===== config.mk =====
export PLATFORM = sky130hd
export DESIGN_NAME = prng_word_gen
export DESIGN_NICKNAME = d
export VERILOG_FILES = /design/src/rtl/prng_pkg.sv /design/src/rtl/lfsr_unroll.sv /design/src/rtl/prng_word_gen.sv
export SDC_FILE = /design/constraint.sdc
export NUM_CORES = 2
export LEC_CHECK = 0
export ABC_CLOCK_PERIOD_IN_PS = 45800
export BUFFER_PORTS_ARGS = -buffer_cell sky130_fd_sc_hd__buf_2
export CORE_MARGIN = 3
export CORE_UTILIZATION = 40
export CTS_CLUSTER_SIZE = 10
export DETAILED_ROUTE_END_ITERATION = 7
export PLACE_DENSITY_LB_ADDON = 0.12
export SKIP_CTS_REPAIR_TIMING = 1
export SYNTH_ARGS = -nofsm -noshare
export SYNTH_HDL_FRONTEND = slang
export SYNTH_HIERARCHICAL = 1
export SYNTH_SLANG_ARGS = --single-unit

===== constraint.sdc =====
create_clock -name clk -period 45.8 [get_ports clk]
set_input_delay 0 -clock clk [delete_from_list [all_inputs] [get_ports clk]]
set_output_delay 0 -clock clk [all_outputs]
set_load 0.1 [all_outputs]

===== src/rtl/prng_pkg.sv =====
// Shared FSM state type and LFSR helpers for the pseudo-random word generator.
// Tap masks are returned at the widest supported length; callers keep the low STATE_WIDTH bits.
package prng_pkg;

    typedef enum logic [1:0] {
        IDLE = 2'd0,
        FILL = 2'd1,
        HOLD = 2'd2
    } prng_state_e;

    localparam int unsigned LFSR_MAX_W = 128;

    function automatic logic [LFSR_MAX_W-1:0] lfsr_taps(input int unsigned width);
        logic [LFSR_MAX_W-1:0] mask;
        mask = '0;
        case (width)
            32: begin
                mask[31] = 1'b1;
                mask[29] = 1'b1;
                mask[25] = 1'b1;
                mask[24] = 1'b1;
            end
            64: begin
                mask[63] = 1'b1;
                mask[62] = 1'b1;
                mask[60] = 1'b1;
                mask[59] = 1'b1;
            end
            128: begin
                mask[127] = 1'b1;
                mask[125] = 1'b1;
                mask[100] = 1'b1;
                mask[98]  = 1'b1;
            end
            default: mask = '0;
        endcase
        return mask;
    endfunction

    // Bits above the real LFSR length may carry junk; the mask never selects them.
    function automatic logic [LFSR_MAX_W-1:0] lfsr_step(input logic [LFSR_MAX_W-1:0] state,
                                                         input logic [LFSR_MAX_W-1:0] mask);
        return {state[LFSR_MAX_W-2:0], ^(state & mask)};
    endfunction

endpackage


===== src/rtl/lfsr_unroll.sv =====
// Combinational BITS_PER_CYCLE-step unroll of the Fibonacci LFSR.
// fb_bits holds the feedback bits with the earliest step in the MSB.
module lfsr_unroll
    import prng_pkg::*;
#(
    parameter int unsigned STATE_WIDTH    = 64,
    parameter int unsigned BITS_PER_CYCLE = 8
) (
    input  logic [STATE_WIDTH-1:0]    state,
    output logic [STATE_WIDTH-1:0]    next_state,
    output logic [BITS_PER_CYCLE-1:0] fb_bits
);

    localparam logic [LFSR_MAX_W-1:0] TAP_MASK = lfsr_taps(STATE_WIDTH);

    logic [LFSR_MAX_W-1:0] s;

    always_comb begin
        s       = LFSR_MAX_W'(state);
        fb_bits = '0;
        for (int i = 0; i < int'(BITS_PER_CYCLE); i++) begin
            s = lfsr_step(s, TAP_MASK);
            fb_bits[int'(BITS_PER_CYCLE) - 1 - i] = s[0];
        end
        next_state = s[STATE_WIDTH-1:0];
    end

endmodule


===== src/rtl/prng_word_gen.sv =====
// LFSR word generator: assembles OUT_WIDTH-bit words from an unrolled LFSR and offers
// them on a valid/ready interface, with runtime seeding and odd/top-bit forcing.
//
// state | meaning
// IDLE  | waiting for gen_en, LFSR frozen
// FILL  | LFSR advancing, one chunk of BITS_PER_CYCLE bits per clock into the buffer
// HOLD  | completed word presented on out_word until out_ready
module prng_word_gen
    import prng_pkg::*;
#(
    parameter int unsigned            STATE_WIDTH    = 64,
    parameter int unsigned            OUT_WIDTH      = 512,
    parameter int unsigned            BITS_PER_CYCLE = 8,
    parameter logic [STATE_WIDTH-1:0] DEFAULT_SEED   = STATE_WIDTH'(64'hA5A5_5A5A_0F0F_F0F0)
) (
    input  logic                   clk,
    input  logic                   rst,
    input  logic                   gen_en,
    input  logic                   seed_load,
    input  logic [STATE_WIDTH-1:0] seed_in,
    input  logic                   odd_mode,
    output logic                   out_valid,
    input  logic                   out_ready,
    output logic [OUT_WIDTH-1:0]   out_word,
    output logic                   busy
);

    localparam int unsigned      NCHUNK     = OUT_WIDTH / BITS_PER_CYCLE;
    localparam int unsigned      CNT_W      = $clog2(NCHUNK + 1);
    localparam int unsigned      IDX_W      = $clog2(OUT_WIDTH);
    localparam logic [CNT_W-1:0] LAST_CHUNK = CNT_W'(NCHUNK - 1);

    if (!(STATE_WIDTH == 32 || STATE_WIDTH == 64 || STATE_WIDTH == 128)) begin : g_bad_state_width
        $error("prng_word_gen: STATE_WIDTH must be 32, 64 or 128");
    end
    if (BITS_PER_CYCLE == 0 || BITS_PER_CYCLE > STATE_WIDTH) begin : g_bad_bpc
        $error("prng_word_gen: BITS_PER_CYCLE must be 1..STATE_WIDTH");
    end
    if (OUT_WIDTH < BITS_PER_CYCLE || (OUT_WIDTH % BITS_PER_CYCLE) != 0) begin : g_bad_out_width
        $error("prng_word_gen: OUT_WIDTH must be a nonzero multiple of BITS_PER_CYCLE");
    end
    if (DEFAULT_SEED == '0) begin : g_bad_seed
        $error("prng_word_gen: DEFAULT_SEED must be nonzero");
    end

    prng_state_e               state_q, state_d;
    logic [STATE_WIDTH-1:0]    lfsr_q, lfsr_d, lfsr_next;
    logic [OUT_WIDTH-1:0]      buf_q, buf_d;
    logic [OUT_WIDTH-1:0]      word_q, word_d;
    logic [CNT_W-1:0]          cnt_q, cnt_d;
    logic [BITS_PER_CYCLE-1:0] fb_bits;
    logic [IDX_W-1:0]          chunk_lsb;

    lfsr_unroll #(
        .STATE_WIDTH    (STATE_WIDTH),
        .BITS_PER_CYCLE (BITS_PER_CYCLE)
    ) u_lfsr_unroll (
        .state      (lfsr_q),
        .next_state (lfsr_next),
        .fb_bits    (fb_bits)
    );

    // Chunks are placed from the top down by counter index, which yields the same word as a
    // left-shifting buffer once all NCHUNK chunks are in.
    always_comb begin
        state_d   = state_q;
        lfsr_d    = lfsr_q;
        buf_d     = buf_q;
        cnt_d     = cnt_q;
        word_d    = word_q;
        chunk_lsb = IDX_W'(OUT_WIDTH - BITS_PER_CYCLE - (32'(cnt_q) * BITS_PER_CYCLE));

        unique case (state_q)
            IDLE: begin
                if (gen_en) state_d = FILL;
            end
            FILL: begin
                lfsr_d = lfsr_next;
                buf_d[chunk_lsb +: BITS_PER_CYCLE] = fb_bits;
                if (cnt_q == LAST_CHUNK) begin
                    cnt_d   = '0;
                    word_d  = buf_d;
                    state_d = HOLD;
                    if (odd_mode) begin
                        word_d[0]           = 1'b1;
                        word_d[OUT_WIDTH-1] = 1'b1;
                    end
                end else begin
                    cnt_d = cnt_q + 1'b1;
                end
            end
            HOLD: begin
                if (out_ready) state_d = gen_en ? FILL : IDLE;
            end
            default: state_d = IDLE;
        endcase

        // A seed load wins over everything else; a coincident HOLD handshake has still happened.
        if (seed_load) begin
            lfsr_d  = (seed_in == '0) ? DEFAULT_SEED : seed_in;
            buf_d   = '0;
            cnt_d   = '0;
            state_d = IDLE;
        end
    end

    always_ff @(posedge clk or posedge rst) begin
        if (rst) begin
            state_q <= IDLE;
            lfsr_q  <= DEFAULT_SEED;
            buf_q   <= '0;
            word_q  <= '0;
            cnt_q   <= '0;
        end else begin
            state_q <= state_d;
            lfsr_q  <= lfsr_d;
            buf_q   <= buf_d;
            word_q  <= word_d;
            cnt_q   <= cnt_d;
        end
    end

    assign out_valid = (state_q == HOLD);
    assign busy      = (state_q == FILL);
    assign out_word  = word_q;

endmodule


==> results.md <==
- Status: complete, but fails checks
- Failing checks: negative hold slack
- FF+latch count, synth: 1097
- Number of max-cap violations: 0
- Drt pass-1 iters: 6
- Crit-path max FO: 76
- Number of remaining DRC errors: 0
- Main flop type after synthesis: dfrtp_1
- Worst slew margin: between 20% and 30%
- Clk buf depth: 3
- Mapped Avg Cell Area: around 13 µm²
- Skew final: around 0.024 ns
- PD cells: around 40 nW/µm²
- Sw Share: between 20 and 30%
- Tcrit/Tclk final: under 10%
- P_int: 1.576 mW
- FILL cells: ~10000
- EDFF count, synth: 0
- Multi-input gate area: 15810 µm²
- Final worst path period need: ~4.2 ns
- Design Area, Final: between 50000 and 60000 µm²
- Register area: 27490 µm²
- DIE WIDTH: 340.0 µm
- Post-DP Area: roughly 48000 µm²
- Port bufs: roughly 580
- Largest net degree at the start of global routing: around 170
- Crit end category: flop
- Measured slew at the worst slew-check pin: about 1.1 ns
- Asr flop ratio synth: 100.0%
- Synth top area share: 59.74%
- Global-route wire length before repair: 201000 µm
- Setup TNS: 0 ns
- Final Wtd Congestion: just over 0.8
- Core Util, Final: about 48%
- Critical Path RT: roughly 46 ns
- Placeable Area: between 100000 and 150000 µm²
- Post-DR vias/cell: between 5 and 6
- Dominant cell type by area after synthesis: dfrtp_1
- Num rows: roughly 120
- Layout cell share with drive strength beyond 1: 35.45%
- Clk pwr share: between 40% and 50%
- Post-Syn Instances: approximately 3400
- Maximum vdd drop: about 0.026 mV
- CTS buffer count: approximately 130
- WL/cell: approximately 25 µm
- Initial antenna violation count: 7
- Clock Latency Late Sink: between 0.7 and 0.8 ns
- Ports: approximately 580
- P&R area growth vs syn: 18.81%
- H-tree depth: 4
- Pwr Total: about 2.1 mW
- TritonCTS clock tree: yes
- Routed WL: 135800 µm
- Die area: between 100000 and 150000 µm²
- Fmax: 235.8 MHz
- Vias in the first global route: about 29000
- Net Sw Power: approximately 0.54 mW
- Yosys warnings: 6
- Combinational group share of total power: under 10%
- Sequential share of the synthesized area: about three fifths
- Initial cell density of the core: about two fifths
- Synthesized area: about 45000 µm²
- Worst path arrival time: between 4 and 5 ns
- Crit Path Class: flop to flop
- Hold WC Path Type: primary input to asynchronous set/reset pin
- Syn Nets: roughly 3500
- Max-slew violations: 0
- Via count: between 20000 and 30000
- Leakage: approximately 27 nW
- RSZ-0062 raised after global routing: no
- GR Overflow Total: 0
- Ranking of synthesized cells by area: dfrtp_1 (60%), mux2_2 (13%), mux2i_1 (9.1%)
- Synth cell types: 65
- Reg clk slew, reported paths: approximately 0.060 ns
- Clock root cell: clkbuf_16
- Fin. Hold Viols: 17
- Die Ht: roughly 340 µm
- Seq pwr share: 46.7%
- Hold_ws: -0.06609 ns
- Dpl hpwl: 88900 µm
- Endpoints failing setup: 0
- Initial DRC count: between 1500 and 2000
- Total GRT Usage: a little under a quarter
- Setup crit start kind: flop
- Clock Sinks: approximately 1100
- # nets final: ~4000
- Antenna-violating nets left: 0
- Worst reg2reg path depth: 6
-- final cells by class --
| class | instances | share of cell area (%) |
|---|---|---|
| well taps | 1476 | 3.484 |
| clock inverters | 15 | 0.4013 |
| inverters | 7 | 0.07790 |
| multi-input cells | 2063 | 29.84 |
| flip-flops and latches | 1097 | 51.87 |
| repair buffers | 693 | 7.549 |
| clock buffers | 165 | 6.763 |
| diodes | 4 | 0.01889 |
-- cells by family (layout without fill, tap and decap cells) --
kind of cell | count (synthesis) | in the layout | synth area share (%)
other cells | 0 | 4 | 0
fa+ha+maj | 3 | 3 | 0.08415
compound gates | 260 | 260 | 3.761
buf+inv | 286 | 880 | 3.223
xor+xnor | 25 | 25 | 0.5076
mux | 915 | 915 | 21.96
simple gates | 860 | 860 | 8.840
flops | 1097 | 1097 | 61.62
-- synth_stat cells, types with 3 or more instances --
library cell,count
and4_1,3
nand3_2,5
nor2_4,8
and2_1,7
a31oi_1,35
a21oi_1,22
ha_1,3
nor4_1,18
clkbuf_1,124
o211ai_1,8
dfrtp_1,1065
nor2_1,128
inv_1,6
nor2_2,9
o2bb2ai_1,8
nor4_4,7
nand2_2,6
buf_4,67
a31o_2,43
nor3_1,47
xnor2_1,17
mux2i_1,405
xor2_1,7
buf_1,8
and3_1,9
nand4_1,14
dfstp_2,32
buf_2,78
nor2b_1,19
nand3_1,79
a22oi_1,3
nand2_1,479
a22o_1,10
o21ai_0,112
mux2_2,510
nand2b_1,5
-- metal layers --
layer  track usage (%)  vias to the layer above  wire length, µm
met5                 0                        -               13
met4             6.998                        2             3799
met3             5.944                      172             8130
met2             35.98                      743            62630
met1             32.19                    14930            61180
li1                  -                    12990                -
-- cell usage in the layout, fill, tap and decap left out, drive strengths merged, types with 4 or more instances in the layout --
master and n:
nand3 86, a31oi 35, xnor2 17, diode 4, clkinv 8, and3 9, o21ai 112, mux2 510
mux2i 405, dlygate4sd3 72, dfrtp 1065, clkbuf 165, nor4 26, nand2 485, o211ai 8, buf 621
nand4 14, a31o 43, o2bb2ai 8, dfstp 32, xor2 8, a21oi 22, nor3 48, nor2 145
and2 7, nand2b 5, nor2b 19, a22o 10, inv 11
-- worst max-delay path, cell delays in order (launching register included) --
cell and delay [ns]:
dfrtp_1 0.72, ha_1 0.60, nand2_1 0.25, nor4_4 0.28, buf_4 0.78, buf_4 0.92, mux2_2 0.42
-- state kept, by name, indices dropped and copies added, names as in the netlist --
register	cells
state_q	2
lfsr_q	64
out_word	512
buf_q	512
cnt_q	7
-- through the flow --
step	hold slack [ns]	instances	setup WS, ns
after floorplan	0.1210	3446	14.97
after global placement	0.1989	5264	41.73
after detailed placement	0.2035	5264	41.65
after CTS	-0.5967	5444	41.62
after global routing	0.002617	5516	41.31
final	-0.06609	5520	41.56
-- power by group through the flow --
| stage | registers [mW] | clock network (mW) | logic (mW) |
|---|---|---|---|
| floorplan | 1.01 | 0 | 0.102 |
| global placement | 1.01 | 0 | 0.178 |
| detailed placement | 1.01 | 0 | 0.177 |
| CTS | 0.989 | 0.980 | 0.178 |
| global route | 0.990 | 1.02 | 0.191 |
| finish | 0.989 | 0.952 | 0.178 |
-- worst paths after layout --
check / start / endpoint / slack (ns)
setup / recovery: cnt_q[0] / out_word[324] / 41.56
hold / removal: rst / out_word[49] / -0.07
setup reg to reg: cnt_q[0] / out_word[324] / 41.56
hold reg to reg: lfsr_q[7] / lfsr_q[15] / 0.47
max in group asynchronous: rst / buf_q[249] / 43.44
min in group clk: seed_in[45] / lfsr_q[45] / 0.05
(Power assumes the default switching activity.)
